File: src/rtl/vga_pkg.sv
// rtl/vga_pkg.sv - default VGA timing, colour mode type and frame total helpers
package vga_pkg;

    localparam int DEF_H_ACTIVE = 640;
    localparam int DEF_H_FP     = 16;
    localparam int DEF_H_SYNC   = 96;
    localparam int DEF_H_BP     = 48;
    localparam int DEF_V_ACTIVE = 480;
    localparam int DEF_V_FP     = 10;
    localparam int DEF_V_SYNC   = 2;
    localparam int DEF_V_BP     = 33;

    typedef enum logic {
        MODE_RGB332 = 1'b0,
        MODE_GRAY   = 1'b1
    } mode_e;

    function automatic int h_total(input int active, input int fp, input int sync, input int bp);
        return active + fp + sync + bp;
    endfunction

    function automatic int v_total(input int active, input int fp, input int sync, input int bp);
        return active + fp + sync + bp;
    endfunction

endpackage

File: src/rtl/vga_timing_gen.sv
// rtl/vga_timing_gen.sv - pixel/line counters, region decode and IDLE/RUN scan control
module vga_timing_gen
    import vga_pkg::*;
#(
    parameter int H_ACTIVE = DEF_H_ACTIVE,
    parameter int H_FP     = DEF_H_FP,
    parameter int H_SYNC   = DEF_H_SYNC,
    parameter int H_BP     = DEF_H_BP,
    parameter int V_ACTIVE = DEF_V_ACTIVE,
    parameter int V_FP     = DEF_V_FP,
    parameter int V_SYNC   = DEF_V_SYNC,
    parameter int V_BP     = DEF_V_BP,
    parameter int HW       = $clog2(h_total(H_ACTIVE, H_FP, H_SYNC, H_BP)),
    parameter int VW       = $clog2(v_total(V_ACTIVE, V_FP, V_SYNC, V_BP))
) (
    input  logic          clk,
    input  logic          rst,
    input  logic          enable,
    input  logic          mode,
    output logic [HW-1:0] h_cnt,
    output logic [VW-1:0] v_cnt,
    output logic          running,
    output logic          frame_wrap,
    output logic          active,
    output logic          hsync_act,
    output logic          vsync_act,
    output logic          frame_start,
    output logic          mode_sel
);

    localparam int H_TOTAL = h_total(H_ACTIVE, H_FP, H_SYNC, H_BP);
    localparam int V_TOTAL = v_total(V_ACTIVE, V_FP, V_SYNC, V_BP);

    localparam logic ST_IDLE = 1'b0;
    localparam logic ST_RUN  = 1'b1;

    logic          state_q, state_d;
    logic [HW-1:0] h_cnt_q, h_cnt_d;
    logic [VW-1:0] v_cnt_q, v_cnt_d;
    logic          frame_start_q, frame_start_d;
    mode_e         mode_q, mode_d;
    logic          h_wrap, v_wrap, start;
    int            h_val, v_val;

    always_comb begin
        h_val      = int'(h_cnt_q);
        v_val      = int'(v_cnt_q);
        h_wrap     = (h_val == H_TOTAL - 1);
        v_wrap     = (v_val == V_TOTAL - 1);
        frame_wrap = (state_q == ST_RUN) && h_wrap && v_wrap;
        // enable and mode only matter where a frame could begin
        start      = enable && ((state_q == ST_IDLE) || frame_wrap);

        state_d       = state_q;
        h_cnt_d       = h_cnt_q;
        v_cnt_d       = v_cnt_q;
        frame_start_d = start;
        mode_d        = start ? mode_e'(mode) : mode_q;

        if (state_q == ST_IDLE) begin
            h_cnt_d = '0;
            v_cnt_d = '0;
            if (enable) begin
                state_d = ST_RUN;
            end
        end else begin
            if (h_wrap) begin
                h_cnt_d = '0;
                v_cnt_d = v_wrap ? '0 : v_cnt_q + 1'b1;
            end else begin
                h_cnt_d = h_cnt_q + 1'b1;
            end
            if (frame_wrap && !enable) begin
                state_d = ST_IDLE;
            end
        end

        running   = (state_q == ST_RUN);
        active    = running && (h_val < H_ACTIVE) && (v_val < V_ACTIVE);
        hsync_act = running && (h_val >= H_ACTIVE + H_FP) && (h_val < H_ACTIVE + H_FP + H_SYNC);
        vsync_act = running && (v_val >= V_ACTIVE + V_FP) && (v_val < V_ACTIVE + V_FP + V_SYNC);
    end

    always_ff @(posedge clk or posedge rst) begin
        if (rst) begin
            state_q       <= ST_IDLE;
            h_cnt_q       <= '0;
            v_cnt_q       <= '0;
            frame_start_q <= 1'b0;
            mode_q        <= MODE_RGB332;
        end else begin
            state_q       <= state_d;
            h_cnt_q       <= h_cnt_d;
            v_cnt_q       <= v_cnt_d;
            frame_start_q <= frame_start_d;
            mode_q        <= mode_d;
        end
    end

    assign h_cnt       = h_cnt_q;
    assign v_cnt       = v_cnt_q;
    assign frame_start = frame_start_q;
    assign mode_sel    = mode_q;

endmodule

File: src/rtl/vga_scaled_timing_ctrl.sv
// rtl/vga_scaled_timing_ctrl.sv - scaled framebuffer VGA scan-out: address generation,
// read-latency alignment and registered colour decode
module vga_scaled_timing_ctrl
    import vga_pkg::*;
#(
    parameter int H_ACTIVE    = DEF_H_ACTIVE,
    parameter int H_FP        = DEF_H_FP,
    parameter int H_SYNC      = DEF_H_SYNC,
    parameter int H_BP        = DEF_H_BP,
    parameter int V_ACTIVE    = DEF_V_ACTIVE,
    parameter int V_FP        = DEF_V_FP,
    parameter int V_SYNC      = DEF_V_SYNC,
    parameter int V_BP        = DEF_V_BP,
    parameter bit HS_POL      = 1'b0,
    parameter bit VS_POL      = 1'b0,
    parameter int SCALE_SHIFT = 1,
    parameter int RD_LAT      = 1,
    parameter int ADDR_W      = 18,
    parameter int COLOR_W     = 4
) (
    input  logic               clk,
    input  logic               reset,
    input  logic               enable,
    input  logic               mode,
    output logic [ADDR_W-1:0]  VRAM_addr,
    input  logic [7:0]         VRAM_data,
    output logic               VGA_hsync,
    output logic               VGA_vsync,
    output logic [COLOR_W-1:0] VGA_R,
    output logic [COLOR_W-1:0] VGA_G,
    output logic [COLOR_W-1:0] VGA_B,
    output logic               frame_start
);

    localparam int HW    = $clog2(h_total(H_ACTIVE, H_FP, H_SYNC, H_BP));
    localparam int VW    = $clog2(v_total(V_ACTIVE, V_FP, V_SYNC, V_BP));
    localparam int FB_W  = H_ACTIVE >> SCALE_SHIFT;
    localparam int SMASK = (1 << SCALE_SHIFT) - 1;
    localparam int DL    = RD_LAT + 1;

    logic [HW-1:0] h_cnt;
    logic [VW-1:0] v_cnt;
    logic          running, frame_wrap, active, hsync_act, vsync_act, mode_sel;

    vga_timing_gen #(
        .H_ACTIVE (H_ACTIVE),
        .H_FP     (H_FP),
        .H_SYNC   (H_SYNC),
        .H_BP     (H_BP),
        .V_ACTIVE (V_ACTIVE),
        .V_FP     (V_FP),
        .V_SYNC   (V_SYNC),
        .V_BP     (V_BP),
        .HW       (HW),
        .VW       (VW)
    ) u_timing (
        .clk         (clk),
        .rst         (reset),
        .enable      (enable),
        .mode        (mode),
        .h_cnt       (h_cnt),
        .v_cnt       (v_cnt),
        .running     (running),
        .frame_wrap  (frame_wrap),
        .active      (active),
        .hsync_act   (hsync_act),
        .vsync_act   (vsync_act),
        .frame_start (frame_start),
        .mode_sel    (mode_sel)
    );

    logic [ADDR_W-1:0]  row_base_q, row_base_d;
    logic [ADDR_W-1:0]  addr_q, addr_d;
    logic [3:0]         pipe_q [DL];
    logic [3:0]         pipe_d [DL];
    logic [3:0]         tail;
    logic [3:0]         r332, g332, b332;
    logic [COLOR_W-1:0] r_q, r_d, g_q, g_d, b_q, b_d;
    logic               hsync_q, hsync_d, vsync_q, vsync_d;

    // Row base steps once per replicated group of lines, after its last line
    always_comb begin
        row_base_d = row_base_q;
        if (!running || frame_wrap) begin
            row_base_d = '0;
        end else if ((int'(h_cnt) == H_ACTIVE - 1) && (int'(v_cnt) < V_ACTIVE) &&
                     ((int'(v_cnt) & SMASK) == SMASK)) begin
            row_base_d = row_base_q + ADDR_W'(FB_W);
        end
        addr_d = active ? row_base_q + ADDR_W'(int'(h_cnt) >> SCALE_SHIFT) : '0;
    end

    // {mode, vsync, hsync, active} travel alongside the VRAM read
    always_comb begin
        pipe_d[0] = {mode_sel, vsync_act, hsync_act, active};
        for (int i = 1; i < DL; i++) begin
            pipe_d[i] = pipe_q[i-1];
        end
    end

    always_comb begin
        tail = pipe_q[DL-1];
        r332 = {VRAM_data[7:5], VRAM_data[7]};
        g332 = {VRAM_data[4:2], VRAM_data[4]};
        b332 = {VRAM_data[1:0], VRAM_data[1:0]};
        r_d  = '0;
        g_d  = '0;
        b_d  = '0;
        // Source bits are repeated MSB-first so any COLOR_W truncates or extends cleanly
        for (int i = 0; i < COLOR_W; i++) begin
            if (tail[3]) begin
                r_d[COLOR_W-1-i] = VRAM_data[3'(7 - (i % 8))];
                g_d[COLOR_W-1-i] = VRAM_data[3'(7 - (i % 8))];
                b_d[COLOR_W-1-i] = VRAM_data[3'(7 - (i % 8))];
            end else begin
                r_d[COLOR_W-1-i] = r332[2'(3 - (i % 4))];
                g_d[COLOR_W-1-i] = g332[2'(3 - (i % 4))];
                b_d[COLOR_W-1-i] = b332[2'(3 - (i % 4))];
            end
        end
        if (!tail[0]) begin
            r_d = '0;
            g_d = '0;
            b_d = '0;
        end
        hsync_d = tail[1] ? HS_POL : ~HS_POL;
        vsync_d = tail[2] ? VS_POL : ~VS_POL;
    end

    always_ff @(posedge clk or posedge reset) begin
        if (reset) begin
            row_base_q <= '0;
            addr_q     <= '0;
            for (int i = 0; i < DL; i++) begin
                pipe_q[i] <= '0;
            end
            r_q        <= '0;
            g_q        <= '0;
            b_q        <= '0;
            hsync_q    <= ~HS_POL;
            vsync_q    <= ~VS_POL;
        end else begin
            row_base_q <= row_base_d;
            addr_q     <= addr_d;
            pipe_q     <= pipe_d;
            r_q        <= r_d;
            g_q        <= g_d;
            b_q        <= b_d;
            hsync_q    <= hsync_d;
            vsync_q    <= vsync_d;
        end
    end

    assign VRAM_addr = addr_q;
    assign VGA_R     = r_q;
    assign VGA_G     = g_q;
    assign VGA_B     = b_q;
    assign VGA_hsync = hsync_q;
    assign VGA_vsync = vsync_q;

endmodule
File: config.mk
export PLATFORM = sky130hd
export DESIGN_NAME = vga_scaled_timing_ctrl
export DESIGN_NICKNAME = d
export VERILOG_FILES = /design/src/rtl/vga_pkg.sv /design/src/rtl/vga_timing_gen.sv /design/src/rtl/vga_scaled_timing_ctrl.sv
export SDC_FILE = /design/constraint.sdc
export NUM_CORES = 1
export LEC_CHECK = 0
export ABC_CLOCK_PERIOD_IN_PS = 3500
export CAP_MARGIN = 5
export CORE_MARGIN = 10
export CORE_UTILIZATION = 40
export DETAILED_ROUTE_END_ITERATION = 8
export GPL_ROUTABILITY_DRIVEN = 1
export GPL_TIMING_DRIVEN = 0
export PLACE_DENSITY = 0.74
export SYNTH_ARGS = -nofsm -noshare
export SYNTH_HDL_FRONTEND = slang
export SYNTH_SLANG_ARGS = --single-unit
File: constraint.sdc
create_clock -name clk -period 3.5 [get_ports clk]
set_clock_uncertainty 0.15 [all_clocks]
set_input_delay 0.7 -clock clk [delete_from_list [all_inputs] [get_ports clk]]
set_output_delay 0.7 -clock clk [all_outputs]
set_load 0.02 [all_outputs]
Word level (Yosys, flattened, before mapping) --
Index checks and enable logic that the tools add are counted. W data, S select, Z words.
Word-level totals: register bits after elaboration 81, output and inout bits 33, logic and storage cells 68
Cells by class: add/sub/neg operators 4, $lt $le $gt $ge 6, equal/unequal tests 4, mux-type cells 22, bitwise gates (word level) 1, reduce and logical (&&, ||, !) cells 17
Operators by type and width (number):
- $mux W18 | 3
- $mux W10 | 5
- $add A10 B1 Y10 const B | 2
- $eq A10 B10 Y1 const B | 2
- $lt A10 B10 Y1 const B | 2
- $lt A10 B9 Y1 const B | 2
- $add A18 B9 Y18 | 1
- $add A18 B9 Y18 const B | 1
- $logic_and A1 B1 Y1 | 12
- $mux W4 | 3
- $mux W1 | 11
- $eq A10 B9 Y1 const B | 1
- $ge A10 B10 Y1 const B | 1
- $ge A10 B9 Y1 const B | 1
- $logic_not A1 Y1 | 2
- $logic_or A1 B1 Y1 | 2
- $ne A2 B2 Y1 const B | 1
- $reduce_bool A2 Y1 | 1
- $not A1 Y1 | 1

Longest topological paths before layout --
Gate-level depths: netlist (run 1).
word-level depth 6, mapped depth 8

Cells and area by module --
From an unflattened synthesis (run 1), not the netlist that was laid out.
Second synthesis, totals: cells, all modules 312, area total of the unflattened synthesis 3190.6 sq um
By module, submodules not included:
- vga_scaled_timing_ctrl | instances 1, cells an instance 168, area each 1873.0 sq um, seq. area each 1103.6 sq um
- vga_timing_gen | instances 1, cells an instance 144, area each 1317.5 sq um, seq. area each 575.6 sq um

Worst setup path before layout (run 1) --
No wires, ideal clock.
path kind register to register, start point reg u_timing.h_cnt_q[8], in the netlist u_timing.h_cnt[8], end point reg addr_q[9], in the netlist VRAM_addr[9], setup time 132 ps, arrival 1749 ps, required time 3218 ps, setup slack 1469 ps, cell stages (with the launch flop) 7, period minus slack after synthesis 2031 ps, path through dfrtp_1 ha_1 a21o_1 a21oi_1 clkbuf_1 xnor2_1 nor2_1
On the way: word-level cells in the longest chain between the ends 4
RTL lines:
- start, declared | line vga_timing_gen.sv:38 | logic [HW-1:0] h_cnt_q, h_cnt_d;
- start signal, assigned | line vga_timing_gen.sv:93 | h_cnt_q <= h_cnt_d;
- branches (longest 3 deep; another with $add A18 B9 Y18)
- $mux W18 * | line vga_scaled_timing_ctrl.sv:90 | addr_d = active ? row_base_q + ADDR_W'(int'(h_cnt) >> SCALE_SHIFT) : '0;
- named net addr_d[9] | line vga_scaled_timing_ctrl.sv:73 | logic [ADDR_W-1:0] addr_q, addr_d;
- end signal, assigned | line vga_scaled_timing_ctrl.sv:144 | addr_q <= addr_d;
- end, declared | line vga_scaled_timing_ctrl.sv:73
Mark *: on every way through the listed nets, which the timed path passes. A chain may end at the register's enable or synchronous reset.

Worst setup path in the final report (run 1) --
start point reg u_timing.h_cnt_q[8], in the netlist u_timing.h_cnt[8], end point reg addr_q[15], in the netlist VRAM_addr[15]
The elaborated chain is that of the path after synthesis.

==> run_results.csv, run 1 <==
group,metric,value,unit
status,outcome,"finished, final reports clean",
sta,rsz0062_at_grt,"no",
critical_path,cp.arrival,2470,ps
synth,yosysTopAreaCell,"dfrtp_1",
detailed_routing,drcViolationCount,0,
detailed_routing,route.detailed.wl_per_inst,14.3,um
clocking,hold_buffers,0,
clocking,clk_pin_slew,70,ps
detailed_routing,vias_per_cell,5.42,
floorplan,die_y,110,um
critical_path,endpoint_kind,"flop",
critical_path,r2r_start,"u_timing.h_cnt[8]",
placed_design,place_inst,453,
sta,setup_viol,0,
synth,synthArstFlopShare,1.00,
synth,netlist_top_cells_area,"dfrtp_1 (50%), o31ai_1 (4.0%), or4_1 (3.3%)",
power,p_leak,1.62,nW
critical_path,start_kind,"flop",
critical_path,cp_max_fo,10,
worst_hold_path,hp-class,"reg -> reg",
clocking,clk_latency,340,ps
critical_path,rr_endpoint,"VRAM_addr[15]",
floorplan,fp.dieW,110,um
clocking,cts-root-buf,"clkbuf_8",
power,p_per_area,374,nW/um^2
sta,hold_ws,202,ps
detailed_routing,ant_nets,0,
floorplan,core,7770,sq um
floorplan,dieArea,12000,sq um
power,irDropWorstVdd,192,uV
placed_design,gp_congestion,0.852,
synth,synth_seq_area_share,0.516,
sta,timing.fmax,0.422,GHz
critical_path,critPathRequiredTime,3610,ps
sta,finalCritPeriodShare,0.676,
worst_hold_path,worstHoldStart,"pipe_d[0]",
sta,maxSlewHeadroom,0.497,
critical_path,rr_worst_depth,6,
synth,synth_cell_types,44,
cells_and_area,drive_gt1_frac,0.117,
grt,grt_pass1_wl,11100,um
synth,synth_cells,310,
synth,ys.warnings.count,0,
placed_design,pre_cts_ws,1130,ps
detailed_routing,first_pass_iters,4,
sta,drv_slew,0,
sta,final.setup.tns,0,ps
sta,worst_slew_pin_slew,754,ps
worst_hold_path,min_delay_path_depth,0,
cells_and_area,final_common_cell,"dfrtp_1",
placed_design,hpwl,4830,um
detailed_routing,drt-total-wl,6710,um
grt,antenna_found_initial,0,
grt,grt_pass1_vias,2381,
synth,syn_avg_cell_area,10.3,sq um
detailed_routing,num_vias,2540,
critical_path,criticalPathCategory,"reg -> reg",
cells_and_area,synthToLayoutAreaGrowth,22.5,%
critical_path,r2r_slack,1130,ps
clocking,ctsResizeCount,0,
cells_and_area,final_util,0.505,
clocking,cts_setup_buffers,0,
cells_and_area,finalNonFillerCells,469,
clocking,cts_max_level,3,
sta,setup_ws,1130,ps
clocking,clock-sinks,66,
detailed_routing,drtIter0Drc,141,
floorplan,ios,45,
grt,grt_util_all_layers,0.113,
grt,gr-total-overflow,0,
sta,hold_viol_final,0,
cells_and_area,nFillCells,712,
sta,period_minus_slack,2370,ps
clocking,cts_buffer_depth,2,
synth,synth_ff_type,"dfrtp_1",
flow_run,maxCapViolCount,0,
placed_design,numPortBuffers,35,
synth,netlist_area,3200,sq um
cells_and_area,nets,382,
synth,synth_edf_count,0,
grt,grt_max_degree,37,
synth,ys_ff_latch,66,
cells_and_area,final_cell_mix,"dfrtp_1 (64), clkdlybuf4s50_1 (35), a21oi_1 (18)",
floorplan,rows,32,
cells_and_area,n_antenna_cell,0,
clocking,numCtsBuffers,9,
synth,synthDominantCellAreaShare,0.500,
worst_hold_path,min_to,"tail[0]",
floorplan,initial_utilization,0.413,
clocking,cts_tree,"yes",
==> cell usage after synthesis, types with 2 or more instances <==
cell / number
o21a_1: 5
dfrtp_1: 64
a21oi_2: 5
nor2_1: 16
and4_1: 3
clkbuf_1: 12
a21o_1: 2
or4_4: 5
xnor2_1: 7
nand4_1: 7
o31ai_1: 17
dfstp_2: 2
buf_2: 2
and3_1: 3
ha_1: 8
xor2_1: 4
o211ai_1: 3
nand2_1: 17
o21ai_0: 10
inv_1: 14
a21oi_1: 18
nor3b_1: 3
and2_1: 14
o311ai_1: 3
nand2b_1: 3
or3_1: 7
or4_1: 14
nand3_1: 12
nor3_1: 9
buf_4: 7
==> metal layers <==
layer / track usage / part of all wire / vias to the layer above
met5: 0 / 0 / -
met4: 0.0483 / 0.017 / 0
met3: 0.0310 / 0.088 / 17
met2: 0.186 / 0.47 / 87
met1: 0.135 / 0.42 / 1222
li1: - / - / 1214
==> per-stage QoR <==
step | power, mW | area (sq um)
after floorplan | 0.810 | 3220
after global placement | 0.831 | 3700
after detailed placement | 0.834 | 3720
after CTS | 1.49 | 3930
after global routing | 1.52 | 3930
final | 1.47 | 3930
==> cell type report <==
type | instances | area, sq um | area share
Clock inverter | 4 | 50.0 | 0.0127
Buffer | 22 | 119 | 0.0303
Inverter | 14 | 52.6 | 0.0134
Multi-Input combinational cell | 213 | 1400 | 0.356
Tap cell | 102 | 128 | 0.0325
Sequential cell | 66 | 1650 | 0.421
Timing Repair Buffer | 36 | 370 | 0.0943
Clock buffer | 12 | 155 | 0.0395
==> power by group <==
part           leakage [nW]  switching [mW]  internal [mW]
registers             0.861        0.000759          0.766
clock network        0.0986           0.285          0.367
logic                 0.664          0.0291         0.0223
total                  1.62           0.315           1.16
==> worst max path at each step <==
stage                 startpoint                 to
3_3_place_gp               reset  u_timing.v_cnt[6]
4_1_cts        u_timing.v_cnt[0]      row_base_q[8]
6_report       u_timing.h_cnt[8]      VRAM_addr[15]
5_1_grt        u_timing.v_cnt[0]      row_base_q[7]
2_1_floorplan              reset           VGA_B[0]
3_5_place_dp   u_timing.v_cnt[0]      row_base_q[8]
==> worst max-delay path, cell delays in order, from the launching register on <==
cell and delay [ps]:
dfrtp_1 470, ha_1 370, a21o_1 210, a21oi_1 410, clkbuf_1 400, o31ai_1 130, a21oi_1 140
==> flip-flops by register name, summed over array words and instances (netlist names) <==
signal and cells:
row_base_q 12, VGA_R 2, u_timing.frame_start 1, tail 3, u_timing.h_cnt 10, pipe_d 3
VRAM_addr 18, VGA_B 2, u_timing.running 1, VGA_hsync 1, VGA_G 2, VGA_vsync 1
u_timing.v_cnt 10
==> cell families after synthesis <==
family | share of synthesized area
XOR/XNOR | 0.0301
other | 0.00117
flip-flops | 0.516
AND/OR/NAND/NOR | 0.226
AO/OA/AOI/OAI | 0.138
buffers and inverters | 0.0535
adder cells (fa/ha/maj) | 0.0312
multiplexers | 0.00312
No activity file was read; power rests on OpenSTA's default activity.
==> inputs of run 2 (changes only) <==
ABC_CLOCK_PERIOD_IN_PS = 2250   (was 3500)
clock period = 2.25 ns   (was 3.5 ns; I/O delays follow)
==> run 2 against run 1 <==
Compared with the run above: design area grew 0.38%; utilization increased by 0.19 points; final cell count stayed put; first-iteration DRC count decreased by 50%; wire length is 1.1% lower; critical endpoint is now u_timing.v_cnt[3]; global-route usage rose by 0.58 points.
==> run_results.csv, run 2 (synthesis results as in run 1) <==
group,metric,value,unit
power,irDropWorstVdd,222,uV
cells_and_area,n_antenna_cell,0,
power,seqPwrFrac,0.551,
power,pwr-share-comb,0.037,
floorplan,fp.dieW,110,um
power,p_clk_frac,0.412,
sta,timing.fmax,0.470,GHz
critical_path,r2r_slack,120,ps
detailed_routing,wl_met3,429,um
cells_and_area,largest_reg_flops,18,
critical_path,criticalPathCategory,"reg -> reg",
clocking,clk_latency,350,ps
detailed_routing,routed-wl-met2,3100,um
critical_path,cp_max_fo,10,
placed_design,pre_cts_ws,-157,ps
critical_path,r2r_start,"u_timing.h_cnt[0]",
detailed_routing,drt-total-wl,6640,um
critical_path,rr_endpoint,"u_timing.v_cnt[3]",
detailed_routing,wirelength_met1,2940,um
power,swShare,0.246,
power,switching_power,0.532,mW
sta,drv_slew,0,
critical_path,rr_worst_depth,7,
grt,grt_pass1_vias,2497,
grt,gr-total-overflow,0,
cells_and_area,nFillCells,721,
floorplan,die_y,110,um
worst_hold_path,hp-class,"reg -> reg",
sta,period_minus_slack,2130,ps
grt,grt_pass1_wl,11500,um
power,p_per_area,549,nW/um^2
floorplan,dieArea,12000,sq um
grt,grt_util_all_layers,0.118,
clocking,cts_max_level,3,
worst_hold_path,min_delay_path_depth,0,
clocking,clk_pin_slew,70,ps
detailed_routing,vias_per_cell,5.38,
clocking,clock-sinks,66,
placed_design,hpwl,4830,um
clocking,hold_buffers,0,
clocking,cts-root-buf,"clkbuf_8",
sta,maxSlewHeadroom,0.538,
clocking,cts_buffer_depth,2,
sta,worst_slew_pin_slew,691,ps
sta,setup_ws,121,ps
floorplan,initial_utilization,0.413,
floorplan,ios,45,
sta,setup_viol,0,
sta,rsz0062_at_grt,"yes",
status,outcome,"finished, final reports clean",
critical_path,cp.arrival,2200,ps
critical_path,critPathRequiredTime,2320,ps
sta,finalCritPeriodShare,0.946,
power,intPower,1.63,mW
sta,hold_ws,200,ps
detailed_routing,drcViolationCount,0,
placed_design,gp_congestion,0.856,
power,p_leak,1.62,nW
grt,antenna_found_initial,0,
detailed_routing,route.detailed.wl_per_inst,14.1,um
cells_and_area,final_common_cell,"dfrtp_1",
detailed_routing,ant_nets,0,
cells_and_area,final_cell_mix,"dfrtp_1 (62), clkdlybuf4s50_1 (35), nand2_1 (17), a21oi_1 (17), nor2_1 (16)",
floorplan,rows,32,
flow_run,maxCapViolCount,0,
cells_and_area,drive_gt1_frac,0.155,
sta,hold_viol_final,0,
critical_path,endpoint_kind,"flop",
worst_hold_path,min_to,"tail[1]",
power,p_total,2.16,mW
clocking,numCtsBuffers,9,
cells_and_area,synthToLayoutAreaGrowth,23.0,%
floorplan,core,7770,sq um
grt,grt_max_degree,35,
detailed_routing,num_vias,2522,
detailed_routing,drtIter0Drc,70,
cells_and_area,nets,382,
placed_design,numPortBuffers,35,
worst_hold_path,worstHoldStart,"pipe_d[1]",
detailed_routing,top_layer,"met4",
detailed_routing,first_pass_iters,4,
critical_path,start_kind,"flop",
clocking,cts_tree,"yes",
-- run 2: changes by cell type in the layout (fill, tap and decap cells not counted), moves of 3 or more --
cell and delta:
clkbuf_1 -7, clkbuf_2 +4, clkinv_4 +3, o31ai_1 -3, o31ai_2 +3
-- run 2: per-stage QoR --
| step | cells | setup TNS, ps | instance area (sq um) | utilization |
|---|---|---|---|---|
| final | 469 | 0 | 3940 | 0.507 |
| after global routing | 469 | -16.6 | 3940 | 0.507 |
| after CTS | 469 | 0 | 3910 | 0.503 |
| after detailed placement | 453 | -2020 | 3720 | 0.480 |
| after global placement | 452 | -463 | 3700 | 0.477 |
| after floorplan | 315 | 0 | 3230 | - |
-- run 2: layer usage --
| metal | vias up | GRT usage |
|---|---|---|
| li1 | 1216 | - |
| met1 | 1227 | 0.142 |
| met2 | 65 | 0.193 |
| met3 | 14 | 0.0269 |
| met4 | 0 | 0.0669 |
| met5 | - | 0 |
-- run 2: timing repair --
item                                    4_1_cts  5_1_grt
resized for setup                             3       11
buffers inserted                              0        2
endpoints found under the setup margin       20       28
pin swaps                                     0        0
-- run 2: worst max path at each step --
stage                            from           endpoint  depth (start not counted)
finish              u_timing.h_cnt[0]  u_timing.v_cnt[3]                          7
global route        u_timing.h_cnt[0]     row_base_q[16]                          8
CTS                 u_timing.h_cnt[8]      VRAM_addr[17]                          6
detailed placement  u_timing.v_cnt[0]      row_base_q[8]                          7
global placement    u_timing.v_cnt[0]      row_base_q[7]                          7
floorplan           u_timing.h_cnt[8]       VRAM_addr[9]                          6
-- run 2: power by group through the flow --
stage / Sequential (mW) / Clock, mW / Combinational, mW
final: 1.19 / 0.891 / 0.0804
after detailed placement: 1.22 / 0 / 0.0825
after global routing: 1.19 / 0.968 / 0.0903
after floorplan: 1.22 / 0 / 0.0382
after global placement: 1.22 / 0 / 0.0775
after CTS: 1.19 / 0.919 / 0.0827
-- run 2: final cells by class --
| class | count | area [sq um] | area share |
|---|---|---|---|
| Multi-Input combinational cell | 213 | 1420 | 0.360 |
| Inverter | 14 | 56.3 | 0.0143 |
| Buffer | 20 | 116 | 0.0295 |
| Clock inverter | 7 | 55.1 | 0.0140 |
| Timing Repair Buffer | 38 | 385 | 0.0978 |
| Sequential cell | 66 | 1660 | 0.420 |
| Clock buffer | 9 | 124 | 0.0314 |
| Tap cell | 102 | 128 | 0.0324 |
-- run 2: worst max-delay path, cell delays in order, from the launching register on --
cell and delay, ps:
dfrtp_1 420, ha_1 240, and3_1 140, buf_4 170, nand4_1 120, clkbuf_1 360, nand2b_1 280, o21ai_0 130
